File: src/rtl/mixcolumn_engine.sv
// Iterative AES MixColumns / InvMixColumns engine with valid/ready handshakes.
// Mixes COLS_PER_CYCLE columns per cycle; bypass copies the state through with the same latency.
module mixcolumn_engine #(
    parameter int COLS_PER_CYCLE = 1
) (
    input  logic         clk,
    input  logic         rst,
    input  logic         in_valid,
    output logic         in_ready,
    input  logic         inv,
    input  logic         bypass,
    input  logic [127:0] shifted,
    output logic         out_valid,
    input  logic         out_ready,
    output logic [127:0] mixed,
    output logic         busy
);

    localparam int N_ITER = 4 / COLS_PER_CYCLE;
    localparam logic [1:0] CNT_STEP = 2'(COLS_PER_CYCLE);
    localparam logic [1:0] CNT_LAST = 2'(4 - COLS_PER_CYCLE);

    if (COLS_PER_CYCLE != 1 && COLS_PER_CYCLE != 2 && COLS_PER_CYCLE != 4) begin : g_bad_cols
        $error("mixcolumn_engine: COLS_PER_CYCLE must be 1, 2 or 4");
    end

    typedef enum logic [1:0] {S_IDLE, S_BUSY, S_DONE} state_e;

    state_e        state_q, state_d;
    logic [1:0]    cnt_q, cnt_d;
    logic [127:0]  data_q;
    logic          inv_q, bypass_q;
    logic [127:0]  result_q, result_d;
    logic          accept;

    function automatic logic [7:0] xtime(input logic [7:0] b);
        return {b[6:0], 1'b0} ^ (b[7] ? 8'h1b : 8'h00);
    endfunction

    // Coefficients never exceed 0x0E, so four multiplier bits suffice.
    function automatic logic [7:0] gmul(input logic [7:0] a, input logic [3:0] k);
        logic [7:0] p;
        logic [7:0] x;
        p = 8'h00;
        x = a;
        for (int i = 0; i < 4; i++) begin
            if (k[i]) p = p ^ x;
            x = xtime(x);
        end
        return p;
    endfunction

    function automatic logic [31:0] mix_column(input logic [31:0] col, input logic m_inv,
                                               input logic m_byp);
        logic [7:0] a0, a1, a2, a3;
        {a0, a1, a2, a3} = col;
        if (m_byp) return col;
        if (m_inv)
            return {gmul(a0, 4'he) ^ gmul(a1, 4'hb) ^ gmul(a2, 4'hd) ^ gmul(a3, 4'h9),
                    gmul(a0, 4'h9) ^ gmul(a1, 4'he) ^ gmul(a2, 4'hb) ^ gmul(a3, 4'hd),
                    gmul(a0, 4'hd) ^ gmul(a1, 4'h9) ^ gmul(a2, 4'he) ^ gmul(a3, 4'hb),
                    gmul(a0, 4'hb) ^ gmul(a1, 4'hd) ^ gmul(a2, 4'h9) ^ gmul(a3, 4'he)};
        return {gmul(a0, 4'h2) ^ gmul(a1, 4'h3) ^ a2 ^ a3,
                a0 ^ gmul(a1, 4'h2) ^ gmul(a2, 4'h3) ^ a3,
                a0 ^ a1 ^ gmul(a2, 4'h2) ^ gmul(a3, 4'h3),
                gmul(a0, 4'h3) ^ a1 ^ a2 ^ gmul(a3, 4'h2)};
    endfunction

    assign accept = in_valid && in_ready;

    // NOTE: sequential state uses non-blocking assignments so every register samples pre-edge values.
    always_ff @(posedge clk or posedge rst) begin
        if (rst) state_q <= S_IDLE;
        else     state_q <= state_d;
    end

    // NOTE: each combinational output gets a default first so no latch is inferred on unlisted paths.
    always_comb begin
        state_d = state_q;
        case (state_q)
            S_IDLE: if (accept) state_d = S_BUSY;
            S_BUSY: if (cnt_q == CNT_LAST) state_d = S_DONE;
            S_DONE: if (out_ready) state_d = accept ? S_BUSY : S_IDLE;
            default: state_d = S_IDLE;
        endcase
    end

    // in_ready is forced low during reset and depends combinationally on out_ready in DONE.
    always_comb begin
        in_ready  = !rst && ((state_q == S_IDLE) || ((state_q == S_DONE) && out_ready));
        out_valid = (state_q == S_DONE);
        busy      = (state_q == S_BUSY);
    end

    always_comb begin
        cnt_d    = cnt_q;
        result_d = result_q;
        if (accept) begin
            cnt_d = 2'd0;
        end else if (state_q == S_BUSY) begin
            cnt_d = cnt_q + CNT_STEP;
            for (int k = 0; k < COLS_PER_CYCLE; k++) begin
                result_d[127 - 32 * (int'(cnt_q) + k) -: 32] =
                    mix_column(data_q[127 - 32 * (int'(cnt_q) + k) -: 32], inv_q, bypass_q);
            end
        end
    end

    // NOTE: the captured block is reset along with the result so a reset never exposes stale data.
    always_ff @(posedge clk or posedge rst) begin
        if (rst) begin
            cnt_q    <= 2'd0;
            result_q <= 128'h0;
            data_q   <= 128'h0;
            inv_q    <= 1'b0;
            bypass_q <= 1'b0;
        end else begin
            cnt_q    <= cnt_d;
            result_q <= result_d;
            if (accept) begin
                data_q   <= shifted;
                inv_q    <= inv;
                bypass_q <= bypass;
            end
        end
    end

    assign mixed = result_q;

endmodule
File: config.mk
export PLATFORM = sky130hd
export DESIGN_NAME = mixcolumn_engine
export DESIGN_NICKNAME = d
export VERILOG_FILES = /design/src/rtl/mixcolumn_engine.sv
export SDC_FILE = /design/constraint.sdc
export NUM_CORES = 1
export LEC_CHECK = 0
export BUFFER_PORTS_ARGS = -buffer_cell sky130_fd_sc_hd__buf_4
export CORE_MARGIN = 3
export CORE_UTILIZATION = 50
export CTS_CLUSTER_SIZE = 10
export DETAILED_ROUTE_END_ITERATION = 8
export MAX_ROUTING_LAYER = met4
export PLACE_DENSITY = 0.73
export SLEW_MARGIN = 15
export SYNTH_ARGS = -nofsm -noshare
export SYNTH_HDL_FRONTEND = slang
export SYNTH_SLANG_ARGS = --single-unit
File: constraint.sdc
create_clock -name clk -period 13.6 [get_ports clk]
set_clock_uncertainty 0.1 [all_clocks]
set_input_delay 3.4 -clock clk [delete_from_list [all_inputs] [get_ports clk]]
set_output_delay 3.4 -clock clk [all_outputs]
set_load 0.01 [all_outputs]
==> results.txt, run 1 <==
----------------------------------------------------
[Finish]
  Most common cell after layout, fill and taps aside ... sky130_fd_sc_hd__buf_4
  Final #Nets ... 1,443
  Design area ... 17,000 sq um
  Commonest cells after routing, fill and taps aside ... sky130_fd_sc_hd__buf_4, sky130_fd_sc_hd__dfrtp_1, sky130_fd_sc_hd__mux2_2
  Diodes inserted ... 0
  Number of fillers in the final layout ... 2,131
  Synth-to-Final Area Change ... 22.0%
  Share of cells above drive strength 1 ... 0.384

[Placement]
  Count of input and output buffers ... 264
  Placed wire-length estimate ... 26,400 um
  Instance area after placement ... 16,100 sq um
  Final estimated routing congestion in global placement ... 0.944

[Timing]
  Max Slew Vio Count ... 0
  Final count of hold timing violations ... 0
  Setup-violating endpoint count in the final report ... 0
  Total negative setup slack ... 0 ns
  Hold WS ... 0.378 ns
  Relative slew slack ... 0.221
  Slew @ Worst Pin ... 1.16 ns
  Final worst path period share ... 0.551
  Achievable frequency ... 133 MHz
  Setup repair after global routing missed its margin ... false
  Final period demand of the worst path ... 7.50 ns

[GRT]
  Vias in the first global route ... 9,922
  Total track usage ... 0.252
  Met2 Track Usage GR ... 0.392
  Met3 capacity usage during global routing ... 0.0593
  First-pass GRT wire length ... 58,200 um
  Layer with the highest usage ... met2
  Met1 capacity usage during global routing ... 0.347
  Overflow left after global routing ... 0
  Largest net degree at the start of global routing ... 125
  Antenna violations before repair ... 0

[Yosys]
  Complex-gate fraction of the synthesized area ... 0.0824
  Fraction of the mapped netlist area in adder cells ... 0.00360
  Largest area contributor in the synthesized netlist ... sky130_fd_sc_hd__dfrtp_1
  Instance count of the mapped netlist ... 1,068
  Yosys Warn Count ... 0
  Cell area after synthesis ... 13,900 sq um
  Net Count, Synth ... 1,206
  Basic-gate share of the synthesized area counting and, or, nand and nor cells ... 0.0492
  Xor/xnor cell area share of the yosys netlist ... 0.198
  Sequential cell area fraction in the yosys report ... 0.471
  Number of enable-type register cells in the synthesized netlist ... 0
  Seq cells post-synth ... 262
  Dominant combinational cell family by area after synthesis ... XOR/XNOR gates
  Area contributors post-synth ... sky130_fd_sc_hd__dfrtp_1, sky130_fd_sc_hd__mux2_2, sky130_fd_sc_hd__xnor2_1
  Share of Yosys cell area claimed by the top area cell type ... 0.471
  Synthesized area per cell ... 13.0 sq um
  Synth unique cells ... 47
  Synth Flop Type ... sky130_fd_sc_hd__dfrtp_1
  Mux cell area share after synthesis ... 0.165
  Proportion of synthesized flip-flops having asynchronous set or reset ... 1.00

[Worst setup path]
  Maximum fanout along the worst path ... 2
  Crit path capture type ... output pin
  Kind of critical path ... input port to output pin
  Nature of the critical path startpoint ... input port
  Register-to-register path setup slack ... 8.71 ns
  Worst path arrival time ... 4.00 ns
  Worst Path Required ... 10.10 ns

[Worst hold path]
  Path class of the lowest-slack min-delay path ... flip-flop to flip-flop

[Floorplanning]
  Die outline area ... 29,900 sq um
  Ports ... 265
  Height of the die ... 173 um
  Core footprint ... 27,200 sq um
  Placement row count ... 60
  Starting density of the core ... 0.512
  Horizontal die dimension ... 173 um

[Routing]
  Post-detailed-route via-to-cell ratio ... 5.69
  Final routed DRC violation total ... 0
  Routed Wire Length ... 36,900 um
  DR WL/cell ... 21.9 um
  Detailed-routing iteration count for the pre-antenna-repair pass ... 5
  Final ANT Viol Nets ... 0
  Detailed-route via count ... 9,582
  Number of DRC markers in iteration 0 ... 879

[Clocking]
  Number of levels the H-tree was split into ... 1
  Buffer levels on the longest clock path ... 3
  CTS clk-pin slew, worst paths ... 0.05 ns
  Total clock buffers created by CTS ... 31
  Hold-fix buffers, CTS ... 0
  TritonCTS clock tree ... built
  Clock root buffer ... sky130_fd_sc_hd__clkbuf_16
  Post-CTS Setup Repair Bufs ... 0
  Insertion delay of the later-clocked pin in the worst-skew pair ... 0.55 ns
  Clock net sink count ... 262
  # resized after CTS ... 0

[Flow run]
  Maximum capacitance violations ... 0

[Run status]
  Run status ... finished, final reports clean

----------------------------------------------------
-- final timing paths --
path,from,endpoint,depth (start not counted)
worst max-delay path,out_ready,in_ready,4
min in group asynchronous,rst,mixed[68],2
worst max register to register,cnt_q[0],mixed[123],8
max in group asynchronous,rst,mixed[124],3
worst min register to register,mixed[88],mixed[88],2
worst min-delay path,mixed[88],mixed[88],2
-- critical path, stage by stage --
cell and delay, ns:
sky130_fd_sc_hd__buf_4 0.07, sky130_fd_sc_hd__nand2b_1 0.10, sky130_fd_sc_hd__nor3b_1 0.25, sky130_fd_sc_hd__buf_4 0.17
-- synthesized netlist by cell type (all sizes together), types with 2 or more instances --
library cell,n
a21oi,17
a222oi,2
a22o,20
a32o,20
and2,4
and3,3
buf,33
clkbuf,43
clkinv,2
dfrtp,262
ha,4
inv,4
mux2,128
mux2i,13
mux4,32
nand2,105
nand2b,7
nand3,2
nand4,4
nor2,24
nor2b,2
nor3,4
nor3b,2
o21ai,67
o22a,2
o31ai,35
or3,2
xnor2,142
xnor3,40
xor2,27
xor3,9
-- layout make-up --
cell class / instances / area [sq um] / share of cell area
multi-input combinational: 724 / 6940 / 0.409
sequential: 262 / 6560 / 0.387
timing repair buffer: 280 / 2100 / 0.124
clock buffer: 36 / 795 / 0.0468
tap: 372 / 465 / 0.0274
clock inverter: 4 / 70.1 / 0.00413
inverter: 6 / 30.0 / 0.00177
-- flip-flops by register name, summed over array words and instances, names as in the netlist --
register	count
inv_q	1
cnt_q	2
bypass_q	1
mixed	128
data_q	128
state_q	2
-- per-layer routing --
metal	wire (um)	vias to the layer above
met5	0	-
met4	514	0
met3	3320	37
met2	17300	401
met1	15800	4897
li1	-	4247
-- metrics by stage --
| step | cells | setup slack [ns] | utilization |
|---|---|---|---|
| after global placement | 1644 | 6.12 | 0.592 |
| final | 1684 | 6.10 | 0.624 |
| after floorplan | 1068 | 2.89 | - |
| after global routing | 1684 | 6.00 | 0.624 |
| after CTS | 1684 | 6.09 | 0.624 |
| after detailed placement | 1644 | 6.10 | 0.592 |
-- cells by family after synthesis --
kind of cell,count (synthesis)
buffers and inverters,82
flip-flops,262
adder cells (fa/ha/maj),4
AO/OA/AOI/OAI,168
AND/OR/NAND/NOR,161
XOR/XNOR,218
multiplexers,173
Power of run 1 is not shown: default switching activity piles up to over one toggle a cycle in this logic, so the estimate is an artifact.
==> run 2: changes to the inputs <==
==> constraint.sdc (replaced) <==
create_clock -name clk -period 7.4 [get_ports clk]
set_clock_uncertainty 0.1 [all_clocks]
set_input_delay 1.85 -clock clk [delete_from_list [all_inputs] [get_ports clk]]
set_output_delay 1.85 -clock clk [all_outputs]
set_load 0.01 [all_outputs]
==> run 2 against run 1 <==
  * Register-to-register slack worse by 5.6 ns
  * Wire length down 0.28%
  * Cell count up 0.12%
  * Sequential cell count unchanged
  * Hold slack worse by 0.00069 ns
  * Critical path depth unchanged
  * Critical endpoint unchanged
  * First-iteration DRC count down 16%
  * Worst setup slack worse by 3.3 ns
  * Die area unchanged
  * Sequential share of layout area about the same
  * Highest routed layer unchanged
  * Utilization about the same
==> results.txt, run 2 (same netlist as run 1, synthesis figures left out) <==
----------------------------------------------------
[Clocking]
  Hold-fix buffers, CTS ... 0
  Post-CTS Setup Repair Bufs ... 0
  Clock root buffer ... sky130_fd_sc_hd__clkbuf_16
  CTS clk-pin slew, worst paths ... 0.05 ns
  TritonCTS clock tree ... built
  Clock net sink count ... 262
  Buffer levels on the longest clock path ... 3
  # resized after CTS ... 0
  Insertion delay of the later-clocked pin in the worst-skew pair ... 0.54 ns
  Number of levels the H-tree was split into ... 1
  Total clock buffers created by CTS ... 30

[Timing]
  Setup repair after global routing missed its margin ... false
  Hold WS ... 0.377 ns
  Final period demand of the worst path ... 4.58 ns
  Relative slew slack ... 0.275
  Final count of hold timing violations ... 0
  Slew @ Worst Pin ... 1.08 ns
  Achievable frequency ... 218 MHz
  Total negative setup slack ... 0 ns
  Setup-violating endpoint count in the final report ... 0
  Final worst path period share ... 0.619
  Max Slew Vio Count ... 0

[Routing]
  Final ANT Viol Nets ... 0
  Routed Wire Length ... 36,800 um
  Detailed-routing iteration count for the pre-antenna-repair pass ... 5
  DR WL/cell ... 21.8 um
  Final routed DRC violation total ... 0
  Number of DRC markers in iteration 0 ... 734
  Detailed-route via count ... 9,449
  Post-detailed-route via-to-cell ratio ... 5.60

[Worst setup path]
  Cell class contributing the biggest share of worst-path delay ... simple AND/OR/NAND/NOR gates
  Cell-by-cell listing of the critical path ... buf_4 -> nand2b_1 -> nor3b_1 -> buf_4
  Worst-path cell with the longest stage delay ... sky130_fd_sc_hd__nor3b_1
  Crit path capture type ... output pin
  Largest stage delay on the critical path ... 0.39 ns
  Worst Path Required ... 5.45 ns
  Maximum fanout along the worst path ... 2
  Bufs and invs on worst path ... 2
  Kind of critical path ... input port to output pin
  Worst path arrival time ... 2.63 ns
  Nature of the critical path startpoint ... input port
  Most common cell type on the critical path ... sky130_fd_sc_hd__buf_4

[Finish]
  Final #Nets ... 1,447
  Diodes inserted ... 0
  Commonest cells after routing, fill and taps aside ... sky130_fd_sc_hd__buf_4, sky130_fd_sc_hd__dfrtp_1, sky130_fd_sc_hd__mux2_2
  Design area ... 17,000 sq um
  Share of cells above drive strength 1 ... 0.387
  Synth-to-Final Area Change ... 22.0%
  Number of fillers in the final layout ... 2,161
  Most common cell after layout, fill and taps aside ... sky130_fd_sc_hd__buf_4

[GRT]
  Largest net degree at the start of global routing ... 143
  Vias in the first global route ... 9,727
  First-pass GRT wire length ... 57,100 um
  Antenna violations before repair ... 0
  Overflow left after global routing ... 0
  Total track usage ... 0.250

[Floorplanning]
  Core footprint ... 27,200 sq um
  Die outline area ... 29,900 sq um
  Starting density of the core ... 0.512
  Horizontal die dimension ... 173 um
  Height of the die ... 173 um
  Ports ... 265
  Placement row count ... 60

[Placement]
  Instance area after placement ... 16,100 sq um
  Placed wire-length estimate ... 26,700 um
  Count of input and output buffers ... 264
  Final estimated routing congestion in global placement ... 0.944

[Flow run]
  Maximum capacitance violations ... 0

[Run status]
  Run status ... finished, final reports clean

[Worst hold path]
  Path class of the lowest-slack min-delay path ... flip-flop to flip-flop

----------------------------------------------------
[run 2: changes by cell type in the layout (fill, tap and decap cells not counted), sizes merged]
cell	previous run	this run
clkbuf	36	37
inv	4	3
clkinvlp	0	1
buf	280	285
clkinv	4	2
bufinv	2	0
[run 2: routing by layer]
metal / vias to the layer above / wire [um] / track usage
met5: - / 0 / -
met2: 365 / 17400 / 0.392
li1: 4242 / - / -
met1: 4799 / 15900 / 0.345
met3: 43 / 2760 / 0.0479
met4: 0 / 689 / 0.0500
[run 2: cell type report]
type / instances / area, sq um / share of cell area
flip-flops and latches: 262 / 6560 / 0.386
inverters: 6 / 26.3 / 0.00155
well taps: 372 / 465 / 0.0274
repair buffers: 285 / 2150 / 0.127
multi-input cells: 724 / 6940 / 0.409
clock buffers: 37 / 828 / 0.0488
[run 2: metrics by stage]
step	utilization	worst slack, ns	instances
CTS	0.624	2.79	1686
detailed placement	0.594	2.80	1649
global route	0.624	2.74	1686
floorplan	-	1.99	1068
finish	0.624	2.82	1686
global placement	0.594	2.85	1649
[run 2: worst paths after layout]
path                       startpoint           to  slack (ns)  cells after the start
setup / recovery            out_ready     in_ready        2.82                      4
hold / removal               mixed[4]     mixed[4]        0.38                      2
setup reg to reg             cnt_q[0]    mixed[59]        3.12                      8
hold reg to reg              mixed[4]     mixed[4]        0.38                      2
max in group asynchronous         rst  data_q[127]        4.45                      4
min in group asynchronous         rst     mixed[5]        1.41                      3
[run 2: tightest hold or removal path: cells and delay by family, from the launching register on]
| family | cells | cell delay (ns) |
|---|---|---|
| flops | 1 | 0.34 |
| simple gates | 1 | 0.05 |
| compound gates | 1 | 0.05 |
Power of run 2 is left out for the same reason.
